$ cat config.mk
export PLATFORM = sky130hd
export DESIGN_NAME = switch_event_capture
export DESIGN_NICKNAME = d
export VERILOG_FILES = /design/src/rtl/switch_event_capture_pkg.sv /design/src/rtl/switch_event_unit.sv /design/src/rtl/switch_event_capture.sv
export SDC_FILE = /design/constraint.sdc
export NUM_CORES = 1
export LEC_CHECK = 0
export BUFFER_PORTS_ARGS = -buffer_cell sky130_fd_sc_hd__buf_4
export CORE_MARGIN = 8
export CORE_UTILIZATION = 37
export CTS_CLUSTER_DIAMETER = 50
export DETAILED_ROUTE_END_ITERATION = 12
export GPL_ROUTABILITY_DRIVEN = 0
export MAX_ROUTING_LAYER = met4
export PLACE_DENSITY = 0.65
export RECOVER_POWER = 25
export SYNTH_ARGS = -nofsm -noshare
export SYNTH_HDL_FRONTEND = slang
export SYNTH_HIERARCHICAL = 1
export SYNTH_SLANG_ARGS = --single-unit
$ cat constraint.sdc
create_clock -name clk -period 2.9 [get_ports clk]
set_input_delay 0.29 -clock clk [delete_from_list [all_inputs] [get_ports clk]]
set_output_delay 0.29 -clock clk [all_outputs]
set_load 0.01 [all_outputs]
$ cat src/rtl/switch_event_capture_pkg.sv
// Shared definitions for the switch event capture block: per-switch FSM
// encoding and the long-press parameter sanity check.
package switch_event_capture_pkg;

  typedef enum logic [1:0] {
    ST_IDLE    = 2'd0,
    ST_PRESSED = 2'd1,
    ST_HELD    = 2'd2
  } sec_state_e;

  localparam int LONGPRESS_MIN = 2;

  // The hold counter must be able to represent LONGPRESS-1 without wrapping.
  function automatic bit longpress_ok(input int longpress, input int cnt_width);
    return (longpress >= LONGPRESS_MIN) && (cnt_width < 31) &&
           ((longpress >> cnt_width) == 0);
  endfunction

endpackage

$ cat src/rtl/switch_event_unit.sv
// One switch: press/hold/release FSM, hold counter, previous-level register
// and three sticky write-one-to-clear event flags.
//
//   state      | meaning
//   -----------+------------------------------------------------------
//   ST_IDLE    | switch released, waiting for a rising level
//   ST_PRESSED | switch down, counting towards a long press
//   ST_HELD    | long press already reported, counter frozen
module switch_event_unit
  import switch_event_capture_pkg::*;
#(
  parameter int LONGPRESS = 1000,
  parameter int CNT_WIDTH = 16
) (
  input  logic clk,
  input  logic rst,
  input  logic primed,
  input  logic in_switch,
  input  logic ev_clr,
  output logic sw_state,
  output logic ev_press,
  output logic ev_release,
  output logic ev_long,
  output logic flags_any_next
);

  localparam logic [CNT_WIDTH-1:0] CNT_LAST = CNT_WIDTH'(LONGPRESS - 1);

  sec_state_e           state;
  sec_state_e           state_next;
  logic [CNT_WIDTH-1:0] cnt;
  logic                 set_press;
  logic                 set_release;
  logic                 set_long;
  logic                 cnt_clr;
  logic                 cnt_inc;
  logic                 press_next;
  logic                 release_next;
  logic                 long_next;

  always_ff @(posedge clk or posedge rst) begin
    if (rst) state <= ST_IDLE;
    else     state <= state_next;
  end

  always_comb begin
    state_next = state;
    if (!primed) begin
      // A switch already down at priming starts counting but is not a press.
      state_next = in_switch ? ST_PRESSED : ST_IDLE;
    end else begin
      case (state)
        ST_IDLE:    if (in_switch && !sw_state) state_next = ST_PRESSED;
        ST_PRESSED: begin
          if (!in_switch)            state_next = ST_IDLE;
          else if (cnt == CNT_LAST)  state_next = ST_HELD;
        end
        ST_HELD:    if (!in_switch) state_next = ST_IDLE;
        default:    state_next = ST_IDLE;
      endcase
    end
  end

  always_comb begin
    set_press   = 1'b0;
    set_release = 1'b0;
    set_long    = 1'b0;
    cnt_clr     = 1'b0;
    cnt_inc     = 1'b0;
    if (!primed) begin
      cnt_clr = 1'b1;
    end else begin
      case (state)
        ST_IDLE: begin
          if (in_switch && !sw_state) begin
            set_press = 1'b1;
            cnt_clr   = 1'b1;
          end
        end
        ST_PRESSED: begin
          if (!in_switch)           set_release = 1'b1;
          else if (cnt == CNT_LAST) set_long    = 1'b1;
          else                      cnt_inc     = 1'b1;
        end
        ST_HELD:  if (!in_switch) set_release = 1'b1;
        default:  cnt_clr = 1'b1;
      endcase
    end
  end

  // A set in the same cycle as a clear wins.
  assign press_next     = set_press   | (ev_press   & ~ev_clr);
  assign release_next   = set_release | (ev_release & ~ev_clr);
  assign long_next      = set_long    | (ev_long    & ~ev_clr);
  assign flags_any_next = press_next | release_next | long_next;

  always_ff @(posedge clk or posedge rst) begin
    if (rst) begin
      sw_state   <= 1'b0;
      cnt        <= '0;
      ev_press   <= 1'b0;
      ev_release <= 1'b0;
      ev_long    <= 1'b0;
    end else begin
      sw_state   <= in_switch;
      ev_press   <= press_next;
      ev_release <= release_next;
      ev_long    <= long_next;
      if (cnt_clr)      cnt <= '0;
      else if (cnt_inc) cnt <= cnt + 1'b1;
    end
  end

endmodule

$ cat src/rtl/switch_event_capture.sv
// Turns debounced switch levels into sticky press/release/long-press flags
// with a masked, registered interrupt.
module switch_event_capture
  import switch_event_capture_pkg::*;
#(
  parameter int SWITCHES  = 5,
  parameter int LONGPRESS = 1000,
  parameter int CNT_WIDTH = 16
) (
  input  logic                clk,
  input  logic                rst,
  input  logic [SWITCHES-1:0] in_switch,
  input  logic [SWITCHES-1:0] ev_clr,
  input  logic [SWITCHES-1:0] irq_en,
  output logic [SWITCHES-1:0] sw_state,
  output logic [SWITCHES-1:0] ev_press,
  output logic [SWITCHES-1:0] ev_release,
  output logic [SWITCHES-1:0] ev_long,
  output logic                irq
);

  if (!longpress_ok(LONGPRESS, CNT_WIDTH)) begin : g_bad_longpress
    $error("switch_event_capture: LONGPRESS out of range for CNT_WIDTH");
  end

  logic                primed;
  logic [SWITCHES-1:0] flags_any_next;

  // First edge out of reset only samples levels.
  always_ff @(posedge clk or posedge rst) begin
    if (rst) primed <= 1'b0;
    else     primed <= 1'b1;
  end

  switch_event_unit #(
    .LONGPRESS (LONGPRESS),
    .CNT_WIDTH (CNT_WIDTH)
  ) u_unit [SWITCHES-1:0] (
    .clk            (clk),
    .rst            (rst),
    .primed         (primed),
    .in_switch      (in_switch),
    .ev_clr         (ev_clr),
    .sw_state       (sw_state),
    .ev_press       (ev_press),
    .ev_release     (ev_release),
    .ev_long        (ev_long),
    .flags_any_next (flags_any_next)
  );

  always_ff @(posedge clk or posedge rst) begin
    if (rst) irq <= 1'b0;
    else     irq <= |(irq_en & flags_any_next);
  end

endmodule

---- Word-level counts from Yosys, hierarchy flattened ----
Cells that the tools add are included.
cells by class
  muxes and demuxes ....................... 125
  add/sub/neg operators ................... 5
  equal/unequal tests ..................... 30
  reduce and logical (&&, ||, !) cells .... 31
  bitwise gates (word level) .............. 46
operators by type and width
  operator               number
  $mux 16                10
  $add 16x1->16 const B  5
  $eq 16x10->1 const B   5
  $mux 1                 80
  $mux 2                 25
  $pmux 2 s3             5
  $or 1x1->1             25
  $ne 4x3->1 const B     5
  $and 1x1->1            15
  $ne 3x2->1 const B     5
  $ne 3x3->1 const B     5
  $reduce_and 3->1       5
  $eq 2x1->1 const B     5
  $eq 2x2->1 const B     5
  $logic_not 2->1        5
  $pmux 1 s2             5
  $reduce_bool 2->1      5
  $reduce_or 2->1        5
  $and 5x5->5            1
  $logic_and 1x1->1      5
  $logic_not 1->1        5
  $not 1->1              5
  $reduce_or 5->1        1
word-level totals
  output and inout bits ................... 21
  bits of input ports ..................... 17
  word-level logic and storage cells ...... 269
  flip-flop bits (word level) ............. 112

---- Depth between registers and ports, before layout ----
  word-level depth ........................ 10
  depth in mapped cells ................... 7
  depth with buffers taken out ............ 7

---- By module ----
Netlist, hierarchy kept.
by module, submodules not included
  module                area each (µm²)  instances  seq. area each (µm²)  cells each
  switch_event_unit     1249.9           5          550.5                 133
  switch_event_capture  78.8             1          50.0                  7

---- Worst setup path after synthesis ----
OpenSTA, ideal clock, no wires.
  kind .................................... reg-to-reg
  start ................................... register u_unit[0].state[0]
  end ..................................... register u_unit[0].cnt[13]
  setup slack ............................. 0.984 ns
  setup time .............................. 0.067 ns
  cell stages (with the launch flop) ...... 8
  data required time ...................... 2.833 ns
  arrival time ............................ 1.849 ns
  period minus slack after synthesis ...... 1.916 ns
  cell sequence ........................... dfrtp_1 > inv_1 > ha_1 > and3b_1 > or3b_1 > clkbuf_1 > or4_1 > nand2_1
between the ends
  word-level cells in the longest chain between the ends .. 5
ends and longest elaborated chain
  what                                          line                      source
  start, declared                               switch_event_unit.sv:29   sec_state_e state;
  start signal, assigned                        switch_event_unit.sv:43   else state <= state_next;
  $eq 2x1->1 or $eq 2x2->1 (tied branches)      switch_event_unit.sv:73   case (state)
  $reduce_or 2->1 (no source line)              --
  $pmux 1 s2                                    switch_event_unit.sv:73
  $mux 1                                        switch_event_unit.sv:70   if (!primed) begin
  $mux 16 or $reduce_bool 2->1 (tied branches)  --
  end signal, assigned                          switch_event_unit.sv:110  else if (cnt_inc) cnt <= cnt + 1'b1;
  end, declared                                 switch_event_unit.sv:31   logic [CNT_WIDTH-1:0] cnt;
Several ways; a longest one is shown, not always the timed one.
A chain may end at the register's enable or synchronous reset.

---- Worst setup path in the final report ----
  start ................................... register u_unit[1].state[0]
  end ..................................... register u_unit[1].cnt[13]
between the ends
  word-level cells in the longest chain between the ends .. 5
ends and longest elaborated chain
  what                                          line
  start, declared                               switch_event_unit.sv:29
  start signal, assigned                        switch_event_unit.sv:43
  $eq 2x1->1 or $eq 2x2->1 (tied branches)      switch_event_unit.sv:73
  $reduce_or 2->1 (no source line)              --
  $pmux 1 s2                                    switch_event_unit.sv:73
  $mux 1                                        switch_event_unit.sv:70
  $mux 16 or $reduce_bool 2->1 (tied branches)  --
  end signal, assigned                          switch_event_unit.sv:110
  end, declared                                 switch_event_unit.sv:31
Several ways; a longest one is shown, not always the timed one.

==> results.ini <==
[timing]
fin_crit_ps = 2210
maxSlewHeadroom_pct = 42.0
fmax_mhz = 452
rsz0062_at_grt = no
hold_viol = 0
setup_viol = 0
min_period_over_period_pct = 76.3
worst_slew_pin_slew_ps = 869
finalClockSkew_ps = 4.87
setup_tns_ps = 0
finalMaxSlewViolations = 0

[layout]
nNetsFinal = 745
drive_gt1_share_pct = 7.49
n_fill_cell = 1700
seqCellArea_sq_um = 2800
area_growth_pct = 11.4
n_antenna_cell = 0
mostFrequentLayoutCells = dfrtp_1, nand2_1, inv_1
multi_input_area_sq_um = 3200
final_common_cell = dfrtp_1

[clock_network]
cts.sinks = 112
clk_pin_slew_worst_paths_ps = 70
htree_levels = 3
cts_tree = yes
cts_root_buf = clkbuf_16
numCtsBuffers = 9
postCtsHoldBufs = 1
post-cts-setup-buffers = 0
cts_max_path_buffers = 2
ctsResizeCount = 0
clock_latency_ps = 360

[synthesis]
synth_edf_count = 0
ys.flop_type = dfrtp_1
yosysUniqueCellTypes = 41
yosysSeqAreaShare_pct = 44.3
yosys_warnings = 6
syn-instance-count = 672
synthesis.nets = 714
synthArstFlopShare_pct = 100
synth_area_sq_um = 6330
syn_area_per_cell_sq_um = 9.42
ys_seq_elements = 112

[critical_path]
crit_arrival_ps = 2510
cp_top_family = simple AND/OR/NAND/NOR gates
slowest_delay_ps = 590
critPathKind = flop to flop
cp-start-kind = flop
path_cells = inv_1 > ha_1 > and3b_1 > or3b_1 > or4_1 > nand2_1
worst_setup_path_end_kind = flop
cp_slowest_cell = or3b_1
critPathMaxFanout = 16
worst-path-buf-inv = 1
crit_required_ps = 3200

[grt]
first_global_vias = 4834
grtUsageTotal_pct = 13.7
grt_max_degree = 23
gr-total-overflow = 0
grt_pass1_wl_microns = 24100
antenna_found_initial = 0

[floorplanning]
die_y_microns = 147
die_w_microns = 147
start_util_pct = 37.2
die_area_sq_um = 21500
ioPinCount = 38
coreArea_sq_um = 17000
rows = 48

[detailed_routing]
first_pass_iters = 4
vias_per_cell = 5.40
wl_microns = 13700
drt_iter0_markers = 389
wl_per_cell_microns = 14.7
drc = 0
drtAntennaViolNets = 0
num_vias = 5042

[status]
status = finished clean

[power_and_ir_drop]
p_leak_nw = 2.91
total_power_w = 0.00437
p_sw_share_pct = 33.3
pwr-share-comb_pct = 28.0
pwr-share-clk_pct = 31.4
seq_power_share_pct = 40.6
power_density_nw_per_um2 = 621
max-vdd-ir-drop_uv = 357
p_sw_w = 0.00146
internal-power_w = 0.00292

[placed_design]
io_buffers = 37
hpwlAfterDp_microns = 9960

[run]
max-cap-violations = 0

[worst_hold_path]
min_path_type = primary input to flop

==> synthesized netlist by cell type, types with 15 or more instances <==
master | count | share of area (%)
ha_1 | 25 | 4.9
or4_1 | 15 | 1.8
dfrtp_1 | 112 | 44
nor2_1 | 35 | 2.1
inv_1 | 51 | 3.0
clkbuf_1 | 20 | 1.2
nand2_1 | 66 | 3.9
nor4_1 | 25 | 2.5
a21oi_1 | 35 | 2.8
nand4_1 | 25 | 2.5
xnor2_1 | 20 | 2.8
or3_1 | 25 | 2.5
nand3_1 | 30 | 2.4
o21ai_0 | 20 | 1.6
==> stage by stage <==
stage | hold WS, ps | utilization, % | instance area (sq um) | setup slack [ps] | cells
finish | 159 | 41.5 | 7050 | 687 | 933
global route | 174 | 41.5 | 7050 | 481 | 933
CTS | 86.9 | 42.1 | 7150 | 682 | 933
detailed placement | 204 | 40.1 | 6810 | 692 | 916
global placement | 205 | 40.1 | 6810 | 757 | 916
floorplan | 31.2 | - | 6330 | 984 | 672
==> per-layer routing <==
layer | up-vias | routed length (microns) | share of wire [%] | GRT usage, %
li1 | 2548 | - | - | -
met1 | 2412 | 7050 | 52 | 18.9
met2 | 70 | 5940 | 43 | 19.6
met3 | 12 | 518 | 3.8 | 2.71
met4 | 0 | 171 | 1.2 | 4.79
met5 | - | 0 | 0 | -
==> area by class of cell <==
class                      instances  share of cell area, %
timing repair buffer              45                   3.39
tap                              225                   3.99
multi-input combinational        484                   45.4
clock buffer                      11                   3.59
clock inverter                     5                   1.12
sequential                       112                   39.8
inverter                          51                   2.72
==> sequential cells by signal, indices dropped and copies added, names as in the netlist <==
name and cells:
u_unit/cnt 80, u_unit/state 10, u_unit/ev_long 5, u_unit/ev_press 5, u_unit/ev_release 5, u_unit/sw_state 5, irq 1, primed 1
==> path summary, 6_finish.rpt <==
kind / start / to / slack [ps] / depth (start not counted)
max: u_unit[1]/state[0] / u_unit[1]/cnt[13] / 690 / 6
min reg2reg: u_unit[2]/cnt[15] / u_unit[2]/cnt[15] / 550 / 2
min in group asynchronous: rst / irq / 440 / 3
min: irq_en[4] / irq / 160 / 3
max in group asynchronous: rst / u_unit[4]/ev_press / 1590 / 3
max reg2reg: u_unit[1]/state[0] / u_unit[1]/cnt[13] / 690 / 6
==> power groups by stage <==
stage	Combinational, W	Clock (W)	Sequential, W
3_3_place_gp	0.00127	0	0.00180
5_1_grt	0.00139	0.00148	0.00180
3_5_place_dp	0.00127	0	0.00181
6_report	0.00123	0.00137	0.00178
4_1_cts	0.00128	0.00142	0.00178
2_1_floorplan	0.000902	0	0.00182
==> logic make-up (layout without fill, tap and decap cells) <==
logic type / count (synthesis) / in the layout / synth area share [%]
other: 1 / 1 / 0.0593
and+or+nand+nor: 296 / 296 / 27.1
muxes: 10 / 10 / 1.58
adders and majority gates: 25 / 25 / 4.94
DFF: 112 / 112 / 44.3
AOI/OAI and AO/OA: 127 / 127 / 13.4
buffers and inverters: 76 / 112 / 5.10
xor gates and xnor gates: 25 / 25 / 3.46
==> worst min-delay path, delay by kind of cell <==
family / cells / cell delay (ps)
buffers and inverters: 1 / 80
AOI/OAI and AO/OA: 1 / 60
and+or+nand+nor: 1 / 60
(Power assumes the default switching activity.)
